$ cat src/rtl/fft_input_buffer_8point.sv
// Ping-pong input buffer that gathers 8 streamed complex samples into a frame for an 8-point FFT.
// Define BITREV_WRITE_EN to store each frame in bit-reversed order instead of natural order.
module fft_input_buffer_8point #(
  parameter int DATA_W = 16
) (
  input  logic              clk,
  input  logic              rst,
  input  logic [DATA_W-1:0] real_in,
  input  logic [DATA_W-1:0] imag_in,
  input  logic              in_valid,
  output logic              in_ready,
  output logic [DATA_W-1:0] real_out [0:7],
  output logic [DATA_W-1:0] imag_out [0:7],
  output logic              frame_valid,
  input  logic              frame_ready,
  output logic [2:0]        sample_cnt
);

  logic [DATA_W-1:0] bank_re [2][8];
  logic [DATA_W-1:0] bank_im [2][8];
  logic [1:0]        full;
  logic              wbank;
  logic              rbank;
  logic [2:0]        waddr;
  logic              accept;
  logic              consume;

  assign in_ready    = ~full[wbank];
  assign frame_valid = full[rbank];
  assign accept      = in_valid & in_ready;
  assign consume     = frame_valid & frame_ready;

`ifdef BITREV_WRITE_EN
  assign waddr = {sample_cnt[0], sample_cnt[1], sample_cnt[2]};
`else
  assign waddr = sample_cnt;
`endif

  // Completion and consumption always hit different banks, so both may update full in one edge.
  always_ff @(posedge clk) begin
    if (rst) begin
      wbank      <= 1'b0;
      rbank      <= 1'b0;
      full       <= '0;
      sample_cnt <= '0;
      for (int b = 0; b < 2; b++) begin
        for (int e = 0; e < 8; e++) begin
          bank_re[b][e] <= '0;
          bank_im[b][e] <= '0;
        end
      end
    end else begin
      if (accept) begin
        bank_re[wbank][waddr] <= real_in;
        bank_im[wbank][waddr] <= imag_in;
        sample_cnt            <= sample_cnt + 3'd1;
        if (sample_cnt == 3'd7) begin
          full[wbank] <= 1'b1;
          wbank       <= ~wbank;
        end
      end
      if (consume) begin
        full[rbank] <= 1'b0;
        rbank       <= ~rbank;
      end
    end
  end

  always_comb begin
    for (int e = 0; e < 8; e++) begin
      real_out[e] = bank_re[rbank][e];
      imag_out[e] = bank_im[rbank][e];
    end
  end

endmodule
$ cat config.mk
export PLATFORM = sky130hd
export DESIGN_NAME = fft_input_buffer_8point
export DESIGN_NICKNAME = d
export VERILOG_FILES = /design/src/rtl/fft_input_buffer_8point.sv
export SDC_FILE = /design/constraint.sdc
export NUM_CORES = 1
export LEC_CHECK = 0
export BUFFER_PORTS_ARGS = -buffer_cell sky130_fd_sc_hd__buf_2
export CAP_MARGIN = 40
export CORE_MARGIN = 3
export CORE_UTILIZATION = 54
export CTS_BUF_LIST = sky130_fd_sc_hd__clkbuf_8
export CTS_CLUSTER_DIAMETER = 120
export DETAILED_ROUTE_END_ITERATION = 8
export GPL_TIMING_DRIVEN = 0
export HOLD_SLACK_MARGIN = 0.02
export MAX_ROUTING_LAYER = met4
export PLACE_DENSITY = 0.79
export SETUP_SLACK_MARGIN = 0.4
export SLEW_MARGIN = 25
export SYNTH_ARGS = -nofsm -noshare
export SYNTH_HDL_FRONTEND = slang
export SYNTH_SLANG_ARGS = --single-unit
$ cat constraint.sdc
create_clock -name clk -period 3.8 [get_ports clk]
set_input_delay 0.57 -clock clk [delete_from_list [all_inputs] [get_ports clk]]
set_output_delay 0.57 -clock clk [all_outputs]
set_load 0.02 [all_outputs]
==> summary.md, run 1 <==
| Metric | Value |
|---|---|
| Drt wl/cell | `approximately 26 µm` |
| Vias | `roughly 12000` |
| Worst setup margin | `between 0.4 and 0.5 ns` |
| Cells after Synth | `1225` |
| Flops & latches, synth | `520` |
| Slowest stage cell, crit path | `clkbuf_1` |
| Largest net degree at the start of global routing | `33` |
| Routed Antenna Nets | `0` |
| Comb power frac | `0.073` |
| Avg Inst Size Synth | `17.2 µm²` |
| Critical Path Most Common Cell | `clkbuf_1` |
| P_int | `a little over 9 mW` |
| R2R Setup Slk | `roughly 0.88 ns` |
| Count of pins over their slew limit | `0` |
| Clock sinks | `520` |
| Power Density | `approximately 470 mW/mm²` |
| Syn Std Cell Area | `~0.021 mm²` |
| Clock Tree Root | `clkbuf_8` |
| TritonCTS Buffers | `82` |
| DP Area | `around 0.024 mm²` |
| Critical register-to-register path endpoint | `bank_im[0][79]` |
| End of the critical path | `imag_out[31]` |
| Detailed-route DRC error count | `0` |
| Remaining Overflow, GRT | `0` |
| Ports | `a little under 300` |
| Core Area | `about 0.038 mm²` |
| TritonCTS clock tree | `built` |
| DR vias/cell | `between 5 and 6` |
| P_leak | `around 10 nW` |
| Period utilization | `0.877` |
| Number of distinct library cells after synthesis | `32` |
| Max_cap viols | `0` |
| GRT Total Usage | `0.286` |
| Worst IR Drop VDD | `approximately 0.29 mV` |
| Seq/Total Area, Yosys | `0.735` |
| Sequential share of power | `0.557` |
| Final setup viols | `0` |
| CP Class | `reg -> out` |
| H-tree Lvls | `3` |
| DPL Wire Length | `between 30000 and 40000 µm` |
| CP Max Fanout | `10` |
| Fillers | `about 2600` |
| Place WS | `0.726 ns` |
| Vias in the first global route | `~13000` |
| Starting Density | `0.554` |
| Clk network pwr share | `0.371` |
| Min Tclk post-route | `3.33 ns` |
| Worst-Margin Slew | `about 0.9 ns` |
| Hold Path Depth | `3` |
| Crit path depth | `4` |
| Die area | `approximately 0.042 mm²` |
| Sw Share | `0.235` |
| Yosys warns | `0` |
| Clk_lat worst skew | `0.64 ns` |
| Total power | `11.9 mW` |
| Delay-heaviest family, CP | `buffers and inverters` |
| Endpoint class of the critical path | `output pin` |
| Syn Nets | `1263` |
| Die Span Y | `just over 200 µm` |
| CP Cell Sequence | `clkbuf_1 -> clkbuf_1 -> mux2_2 -> buf_2` |
| Hold Crit Class | `in -> reg` |
| CP arrival | `approximately 2.8 ns` |
| Crit start category | `register` |
| Chip Width | `between 200 and 250 µm` |
| Initial antenna violation count | `2` |
| Setup_tns | `0 ns` |
| Crit path required time | `~3.2 ns` |
| Design area | `between 0.02 and 0.03 mm²` |
| First-pass GRT wire length | `between 80000 and 90000 µm` |
| Fin util | `0.670` |
| DRT Pass-1 Iters | `6` |
| Number of DRC markers in iteration 0 | `1106` |
| Clk slew on worst S/H paths | `roughly 0.06 ns` |
| RSZ-0062 raised after global routing | `false` |
| Crit-path max cell delay | `~0.71 ns` |
| Post-CTS Hold Fix Bufs | `0` |
| Clock Skews | `~0.023 ns` |
| Proportion of layout cells with a drive suffix above 1 | `0.426` |
| # nets final | `approximately 1700` |
| Placer Congestion | `0.837` |
| Final wirelength | `around 57000 µm` |
| Status | `finished clean` |
| Worst r2r path cells | `4` |
| Buffers on Ports | `just under 300` |
| Row Count | `71` |
| Worst Path Buf+Inv | `3` |
| Area growth syn-to-layout | `20.8%` |
| Maximum clock path buffer count | `3` |
| Max Clk Rate | `approximately 0.30 GHz` |
| Slew HR | `0.417` |
| Worst r2r src | `sample_cnt[1]` |
| Final Hold Viols | `0` |
| NetSw | `2.79 mW` |
cells in the mapped netlist (all sizes together):
cell     count  share of area
edfxtp     512           0.73
or3          1        0.00030
o21ai       11         0.0026
and3         2        0.00059
a21boi       1        0.00036
nor3         9         0.0041
a21oi        3        0.00071
nand4        4         0.0012
or2          8         0.0024
ha           2         0.0012
dfxtp        8         0.0076
mux2       257           0.14
nand4bb      1        0.00053
o31ai        1        0.00036
clkbuf      62          0.011
nor4         3         0.0023
inv          3        0.00053
a31oi        1        0.00030
nand2b       2        0.00059
and2       321          0.095
nand2        6         0.0011
nor2         1        0.00018
buf          3        0.00077
or4b         1        0.00047
mux2i        1        0.00047
nand4b       1        0.00041
how the worst min path moves through the flow:
stage                           endpoint  slack [ns]        start
after detailed placement         full[0]        0.55      full[0]
after CTS                        full[0]        0.27  frame_ready
final                           register        0.32  frame_ready
after global placement           full[0]        0.53      full[0]
after global routing      bank_re[0][77]        0.32  real_in[13]
after floorplan                  full[0]        0.49      full[0]
registers in the layout, summed over array words and instances, names as in the netlist, named ones only:
signal	cells
sample_cnt	3
full	2
wbank	1
rbank	1
bank_im	256
bank_re	256
layout by cell type (no fill, tap or decap), drive strengths merged:
cell type / n
diode: 2
a31oi: 1
mux2: 257
mux2i: 1
and3: 2
nand4bb: 1
or4b: 1
dfxtp: 8
a21boi: 1
clkbuf: 147
nand4b: 1
and2: 321
a21oi: 3
bufinv: 3
ha: 2
buf: 333
or3: 1
inv: 30
nand2b: 2
nor2: 1
or2: 8
clkinv: 29
nand4: 4
nor3: 9
edfxtp: 512
o31ai: 1
clkinvlp: 3
o21ai: 11
nand2: 6
nor4: 3
tightest hold or removal path, stage by stage:
cell     delay [ns]
buf_2          0.10
a21oi_1        0.07
nor3_1         0.15
area by class of cell:
class | instances | area [µm²] | area share
Buffer | 65 | 259 | 0.0101
Multi-Input combinational cell | 637 | 5430 | 0.213
Tap cell | 511 | 639 | 0.0250
Inverter | 3 | 11.3 | 0.000441
Sequential cell | 520 | 15500 | 0.609
Antenna cell | 2 | 5.00 | 0.000196
Clock buffer | 84 | 1160 | 0.0453
Clock inverter | 62 | 350 | 0.0137
Timing Repair Buffer | 331 | 2140 | 0.0839
stage by stage:
step	hold WS, ns	std cells
global placement	0.525	2032
floorplan	0.491	1225
detailed placement	0.554	2063
global route	0.315	2215
CTS	0.271	2209
finish	0.322	2215
power groups by stage:
stage          Combinational [mW]  Clock, mW  Sequential, mW
3_5_place_dp                0.867          0            6.75
3_3_place_gp                0.773          0            6.75
4_1_cts                     0.871       4.47            6.63
6_report                    0.867       4.41            6.63
2_1_floorplan               0.433          0            6.74
5_1_grt                     0.910       4.72            6.65
timing repair:
item / in CTS / in global routing
buffers inserted: 0 / 0
setup endpoints to repair: 25 / 13
resized for setup: 2 / 7
cells by family after synthesis:
kind of cell / Yosys count / synth area share
DFF: 520 / 0.735
and+or+nand+nor: 360 / 0.109
muxes: 258 / 0.137
buffers and inverters: 68 / 0.0125
AOI/OAI and AO/OA: 17 / 0.00432
adders and majority gates: 2 / 0.00118
layer usage:
metal,routed length [µm],vias to the layer above,track usage
met5,0,-,-
met2,27200,656,0.444
li1,-,5380,-
met3,5010,128,0.0594
met1,23100,6197,0.380
met4,2020,0,0.103
No activity file was read; power rests on OpenSTA's default activity.
==> run 2, diff against run 1 <==
--- a/config.mk
+++ b/config.mk
@@ -7,15 +7,17 @@
 export LEC_CHECK = 0
 export BUFFER_PORTS_ARGS = -buffer_cell sky130_fd_sc_hd__buf_2
 export CAP_MARGIN = 40
+export CELL_PAD_IN_SITES_DETAIL_PLACEMENT = 0
+export CELL_PAD_IN_SITES_GLOBAL_PLACEMENT = 2
 export CORE_MARGIN = 3
-export CORE_UTILIZATION = 54
+export CORE_UTILIZATION = 39
 export CTS_BUF_LIST = sky130_fd_sc_hd__clkbuf_8
 export CTS_CLUSTER_DIAMETER = 120
 export DETAILED_ROUTE_END_ITERATION = 8
 export GPL_TIMING_DRIVEN = 0
 export HOLD_SLACK_MARGIN = 0.02
 export MAX_ROUTING_LAYER = met4
-export PLACE_DENSITY = 0.79
+export PLACE_DENSITY_LB_ADDON = 0.1
 export SETUP_SLACK_MARGIN = 0.4
 export SLEW_MARGIN = 25
 export SYNTH_ARGS = -nofsm -noshare
==> run 2 against run 1 <==
  * Register-to-register slack lost 0.11 ns
  * Flip-flop and latch count unchanged
  * Critical path depth rose by 1
  * Largest power group unchanged
  * Total power grew 1.4%
  * Clock power grew 4%
  * Wire length is 13% higher
  * Sequential share of layout area is 0.60 points lower
  * Core utilization down 18 points
  * Non-clock buffer count is 1 lower
  * Clock-buffer cell count rose by 6
  * Design area rose by 1.0%
  * Global-route usage is 5.4 points lower
==> summary.md, run 2 (synthesis results as in run 1) <==
| Metric | Value |
|---|---|
| Row Count | `84 (+18%)` |
| Number of DRC markers in iteration 0 | `740 (-33%)` |
| Final wirelength | `64600 µm (+13%)` |
| Setup_tns | `0 ns (unchanged)` |
| R2R Setup Slk | `0.77 ns (-0.11 ns)` |
| TritonCTS Buffers | `88 (+7.3%)` |
| Count of pins over their slew limit | `0 (unchanged)` |
| Hold Crit Class | `in -> reg` |
| Maximum clock path buffer count | `3 (unchanged)` |
| Max Clk Rate | `0.310 GHz (+3.2%)` |
| Die area | `0.0570 mm² (+37%)` |
| Worst setup margin | `0.573 ns (+0.104 ns)` |
| # nets final | `1683 (+0.30%)` |
| Status | `finished clean` |
| Endpoint class of the critical path | `output pin` |
| CP arrival | `2.66 ns (-0.10 ns)` |
| Core Area | `0.0531 mm² (+39%)` |
| DRT Pass-1 Iters | `4 (-2)` |
| Fin util | `0.486 (-0.184)` |
| Vias in the first global route | `12089 (-3.5%)` |
| Worst-Margin Slew | `0.807 ns (-0.0677 ns)` |
| Critical register-to-register path endpoint | `bank_im[0][44]` |
| Remaining Overflow, GRT | `0 (unchanged)` |
| RSZ-0062 raised after global routing | `false` |
| CP Max Fanout | `10 (unchanged)` |
| First-pass GRT wire length | `89400 µm (+8.1%)` |
| Power Density | `469 mW/mm² (+0.41%)` |
| Final hold slack | `0.277 ns (-0.0454 ns)` |
| TritonCTS clock tree | `built` |
| Non-filler cells, final | `2403 (+8.5%)` |
| Placer Congestion | `0.764 (-8.8%)` |
| Buffers on Ports | `296 (unchanged)` |
| Vias | `12039 (-2.6%)` |
| Detailed-route DRC error count | `0 (unchanged)` |
| Post-CTS setup buffers | `0 (unchanged)` |
| Design area | `0.0258 mm² (+1.0%)` |
| Final setup viols | `0 (unchanged)` |
| Min Tclk post-route | `3.23 ns (-0.104 ns)` |
| Worst r2r src | `sample_cnt[2]` |
| Final Hold Viols | `0 (unchanged)` |
| Hold path endpoint | `full[0]` |
| Largest net degree at the start of global routing | `33 (unchanged)` |
| Hold Path Depth | `4 (+1)` |
| Inst Count DP | `2241 (+8.6%)` |
| Worst r2r path cells | `4 (unchanged)` |
| Total power | `12.1 mW (+1.4%)` |
| Routed Antenna Nets | `0 (unchanged)` |
| Clk slew on worst S/H paths | `0.06 ns (about the same)` |
| Proportion of layout cells with a drive suffix above 1 | `0.428 (+0.00160)` |
| DPL Wire Length | `43700 µm (+11%)` |
| Crit start category | `register` |
| Largest regs | `bank_im (256), bank_re (256), sample_cnt (3)` |
| Worst IR Drop VDD | `0.233 mV (-19%)` |
| Die Span Y | `239 µm (+17%)` |
| Max_cap viols | `0 (unchanged)` |
| Hold Crit Start | `frame_ready` |
| Clock Skews | `0.0135 ns (-0.00923 ns)` |
| Place WS | `0.726 ns (-0.000147 ns)` |
| P_leak | `10.2 nW (+0.47%)` |
| Period utilization | `0.849 (-0.0274)` |
| DR vias/cell | `5.01 (-10%)` |
| CP Class | `reg -> out` |
| Clock Tree Root | `clkbuf_8` |
| H-tree Lvls | `3 (unchanged)` |
| Initial antenna violation count | `2 (unchanged)` |
| Clk_lat worst skew | `0.66 ns (+0.02 ns)` |
| Clock sinks | `520 (unchanged)` |
| Crit path required time | `3.23 ns (about the same)` |
| Chip Width | `239 µm (+17%)` |
| Area growth syn-to-layout | `22.0%` |
| Fillers | `4633 (+76%)` |
| Most common cell after layout, fill and taps aside | `edfxtp_1` |
| GRT Total Usage | `0.232 (-0.0540)` |
| DP Area | `0.0242 mm² (+0.84%)` |
| Ports | `297 (unchanged)` |
| Slew HR | `0.462 (+0.0451)` |
| Drt wl/cell | `26.9 µm (+4.0%)` |
| Starting Density | `0.398 (-0.156)` |
| Most frequent cells in the layout | `edfxtp_1, and2_1, buf_2` |
## run 2: cell types whose count changed in the layout (fill, tap and decap cells not counted), moves of 2 or more
| cell | delta |
|---|---|
| inv_6 | -2 |
| buf_16 | -2 |
| clkbuf_8 | +6 |
| buf_12 | -3 |
| clkbuf_1 | -8 |
| or2_2 | -5 |
| buf_8 | +2 |
| inv_1 | +5 |
| or2_4 | +5 |
| clkbuf_2 | +6 |
| clkinv_1 | +6 |
| buf_6 | +3 |
| clkinv_2 | -2 |
## run 2: per-layer routing
layer / track usage / vias up / wire, µm
met5: - / - / 0
met4: 0.0671 / 0 / 1300
met3: 0.0370 / 83 / 3140
met2: 0.354 / 352 / 30300
met1: 0.323 / 6223 / 29900
li1: - / 5381 / -
## run 2: worst max path at each step
stage	depth (start not counted)	endpoint	slack (ns)
after floorplan	3	bank_im[1][0]	-0.06
after global placement	4	bank_re[1][14]	-3.69
after detailed placement	5	bank_re[0][109]	0.73
after CTS	4	imag_out[18]	0.41
after global routing	5	real_out[97]	0.41
final	5	real_out[100]	0.57
## run 2: what timing repair did
item,4_1_cts,5_1_grt
gates resized for setup,10,3
hold buffers,0,0
setup endpoints to repair,81,17
## run 2: critical path, cell delays in order (launching register included)
cell and delay, ns:
dfxtp_1 0.41, buf_1 0.41, clkbuf_1 0.45, buf_8 0.21, mux2_2 0.35, buf_2 0.16
## run 2: layout make-up
type                       count  area (µm²)  share of cell area
sequential                   520       15500               0.603
multi-input combinational    637        5450               0.211
timing repair buffer         330        2090              0.0809
clock buffer                  90        1240              0.0480
tap                          688         861              0.0334
clock inverter                67         327              0.0127
buffer                        65         268              0.0104
inverter                       3        11.3            0.000437
antenna                        3        7.51            0.000291
## run 2: where the power goes
part	total [mW]	leakage (nW)	internal [mW]	switching, mW
clock	4.57	0.905	2.33	2.25
sequential	6.63	5.39	6.57	0.0549
combinational	0.880	3.92	0.269	0.610
total	12.1	10.2	9.17	2.91
==> run 3, diff against run 2 <==
--- a/config.mk
+++ b/config.mk
@@ -10,7 +10,7 @@
 export CELL_PAD_IN_SITES_DETAIL_PLACEMENT = 0
 export CELL_PAD_IN_SITES_GLOBAL_PLACEMENT = 2
 export CORE_MARGIN = 3
-export CORE_UTILIZATION = 39
+export CORE_UTILIZATION = 44
 export CTS_BUF_LIST = sky130_fd_sc_hd__clkbuf_8
 export CTS_CLUSTER_DIAMETER = 120
 export DETAILED_ROUTE_END_ITERATION = 8
==> constraint.sdc (replaced) <==
create_clock -name clk -period 3.2 [get_ports clk]
set_input_delay 0.48 -clock clk [delete_from_list [all_inputs] [get_ports clk]]
set_output_delay 0.48 -clock clk [all_outputs]
set_load 0.02 [all_outputs]
==> run 3 against run 2 <==
  * Sequential power increased by 19%
  * Clock skew is 0.017 ns higher
  * Combinational power increased by 20%
  * Worst hold slack worse by 0.090 ns
  * Design area grew 0.12%
==> summary.md, run 3 (synthesis results as in run 1) <==
| Metric | Value |
|---|---|
| Final hold slack | `0.187 ns (-0.0895 ns)` |
| Clock Tree Root | `clkbuf_8` |
| Proportion of layout cells with a drive suffix above 1 | `0.442 (+0.0145)` |
| Core Area | `0.0470 mm² (-12%)` |
| Sequential cell area | `0.0155 mm² (unchanged)` |
| Vias in the first global route | `12375 (+2.4%)` |
| Ports | `297 (unchanged)` |
| Endpoint class of the critical path | `output pin` |
| DRT Pass-1 Iters | `5 (+1)` |
| CP Class | `reg -> out` |
| Slew HR | `0.484 (+0.0213)` |
| Maximum clock path buffer count | `3 (unchanged)` |
| Power Density | `554 mW/mm² (+18%)` |
| Final wirelength | `62500 µm (-3.3%)` |
| DPL Wire Length | `41600 µm (-4.7%)` |
| Buffers on Ports | `296 (unchanged)` |
| Clk_lat worst skew | `0.66 ns (about the same)` |
| Vias | `12187 (+1.2%)` |
| Design area | `0.0258 mm² (+0.12%)` |
| RSZ-0062 raised after global routing | `true` |
| Count of pins over their slew limit | `0 (unchanged)` |
| Non-filler cells, final | `2318 (-3.5%)` |
| P_leak | `10.3 nW (+0.97%)` |
| Detailed-route DRC error count | `0 (unchanged)` |
| DP Area | `0.0241 mm² (-0.20%)` |
| Number of DRC markers in iteration 0 | `1042 (+41%)` |
| Period utilization | `0.857` |
| Critical register-to-register path endpoint | `bank_im[0][107]` |
| Multi-input logic area | `0.00549 mm² (+0.78%)` |
| Drt wl/cell | `27.0 µm (+0.23%)` |
| H-tree Lvls | `3 (unchanged)` |
| Max Clk Rate | `roughly 0.36 GHz` |
| Crit start category | `register` |
| TritonCTS clock tree | `built` |
| Chip Width | `225 µm (-5.7%)` |
| Placer Congestion | `0.784 (+2.7%)` |
| Most common cell after layout, fill and taps aside | `edfxtp_1` |
| Clk slew on worst S/H paths | `0.06 ns (about the same)` |
| Clock Skews | `0.0302 ns (+0.0166 ns)` |
| # nets final | `1684 (+0.059%)` |
| Die area | `0.0507 mm² (-11%)` |
| Hold Path Depth | `4 (unchanged)` |
| Final Hold Viols | `0 (unchanged)` |
| First-pass GRT wire length | `87200 µm (-2.5%)` |
| Die Span Y | `225 µm (-5.7%)` |
| Crit path required time | `2.72 ns (-0.51 ns)` |
| Most frequent cells in the layout | `edfxtp_1, and2_1, buf_2` |
| Starting Density | `0.450 (+0.0519)` |
| Inst Count DP | `2160 (-3.6%)` |
| Remaining Overflow, GRT | `0 (unchanged)` |
| Status | `finished clean` |
| Worst-Margin Slew | `0.772 ns (-0.0349 ns)` |
| Min Tclk post-route | `between 2 and 3 ns` |
| GRT Total Usage | `0.254 (+0.0220)` |
| DR vias/cell | `5.26 (+4.9%)` |
| Worst IR Drop VDD | `0.341 mV (+46%)` |
| Largest net degree at the start of global routing | `33 (unchanged)` |
| Initial antenna violation count | `2 (unchanged)` |
| Row Count | `79 (-6.0%)` |
| Final setup viols | `0 (unchanged)` |
| Largest regs | `bank_im (256), bank_re (256), sample_cnt (3)` |
| Hold path endpoint | `full[0]` |
| Fillers | `3801 (-18%)` |
| CP arrival | `2.26 ns (-0.40 ns)` |
| Hold Crit Start | `frame_ready` |
| Hold Crit Class | `in -> reg` |
| Max_cap viols | `0 (unchanged)` |
| R2R Setup Slk | `0.50 ns (-0.27 ns)` |
| Clock sinks | `520 (unchanged)` |
| Worst r2r src | `wbank` |
| TritonCTS Buffers | `87 (-1.1%)` |
| Area growth syn-to-layout | `22.2%` |
| Worst r2r path cells | `4 (unchanged)` |
| Routed Antenna Nets | `0 (unchanged)` |
| CP Max Fanout | `10 (unchanged)` |
run 3: cell types whose count changed in the layout (fill, tap and decap cells not counted), sizes merged, moves of 2 or more:
cell,before,now
inv,33,30
or2,8,12
buf,334,337
clkbuf,151,149
clkinv,33,28
run 3: power by group:
part | internal [mW] | leakage, nW | total, mW | switching, mW
logic | 0.337 | 4.03 | 1.06 | 0.727
clock network | 2.77 | 0.896 | 5.38 | 2.61
registers | 7.80 | 5.39 | 7.87 | 0.0655
total | 10.9 | 10.3 | 14.3 | 3.40
run 3: metal layers:
layer	wire, µm	track usage
met5	0	-
met1	27300	0.343
met4	1610	0.0845
met3	3570	0.0455
met2	30100	0.393
run 3: repair_timing:
action | in CTS | in global routing
setup buffers | 0 | 0
hold buffers | 0 | 0
gates resized for setup | 46 | 15
gates cloned | 3 | 1
pin swaps | 1 | 0
setup endpoints to repair | 382 | 262
run 3: area by class of cell:
class / instances / area share
flip-flops and latches: 520 / 0.602
multi-input cells: 641 / 0.213
repair buffers: 328 / 0.0824
clock buffers: 94 / 0.0501
well taps: 607 / 0.0294
plain buffers: 65 / 0.0128
clock inverters: 57 / 0.0100
inverters: 3 / 0.000436
diodes: 3 / 0.000291
run 3: worst max path at each step:
stage,from,to,cells past startpoint
final,register,real_out[47],5
after global routing,register,real_out[15],5
after CTS,register,real_out[47],5
after detailed placement,rst,bank_re[0][58],6
after global placement,in_valid,bank_re[1][10],4
after floorplan,sample_cnt[2],bank_im[1][0],3
run 3: through the flow:
| stage | utilization | setup TNS (ns) | worst slack, ns | total power [mW] |
|---|---|---|---|---|
| after floorplan | - | 0 | 0.173 | 8.51 |
| after global routing | 0.550 | 0 | 0.380 | 14.8 |
| after global placement | 0.498 | -191.07 | -1.95 | 8.97 |
| after CTS | 0.549 | 0 | 0.347 | 14.4 |
| final | 0.550 | 0 | 0.457 | 14.3 |
| after detailed placement | 0.514 | 0 | 0.183 | 9.07 |
run 3: critical path, stage by stage, from the launching register on:
cell	delay, ns
dfxtp_1	0.37
buf_4	0.25
buf_2	0.25
buf_6	0.18
mux2_2	0.39
buf_2	0.17
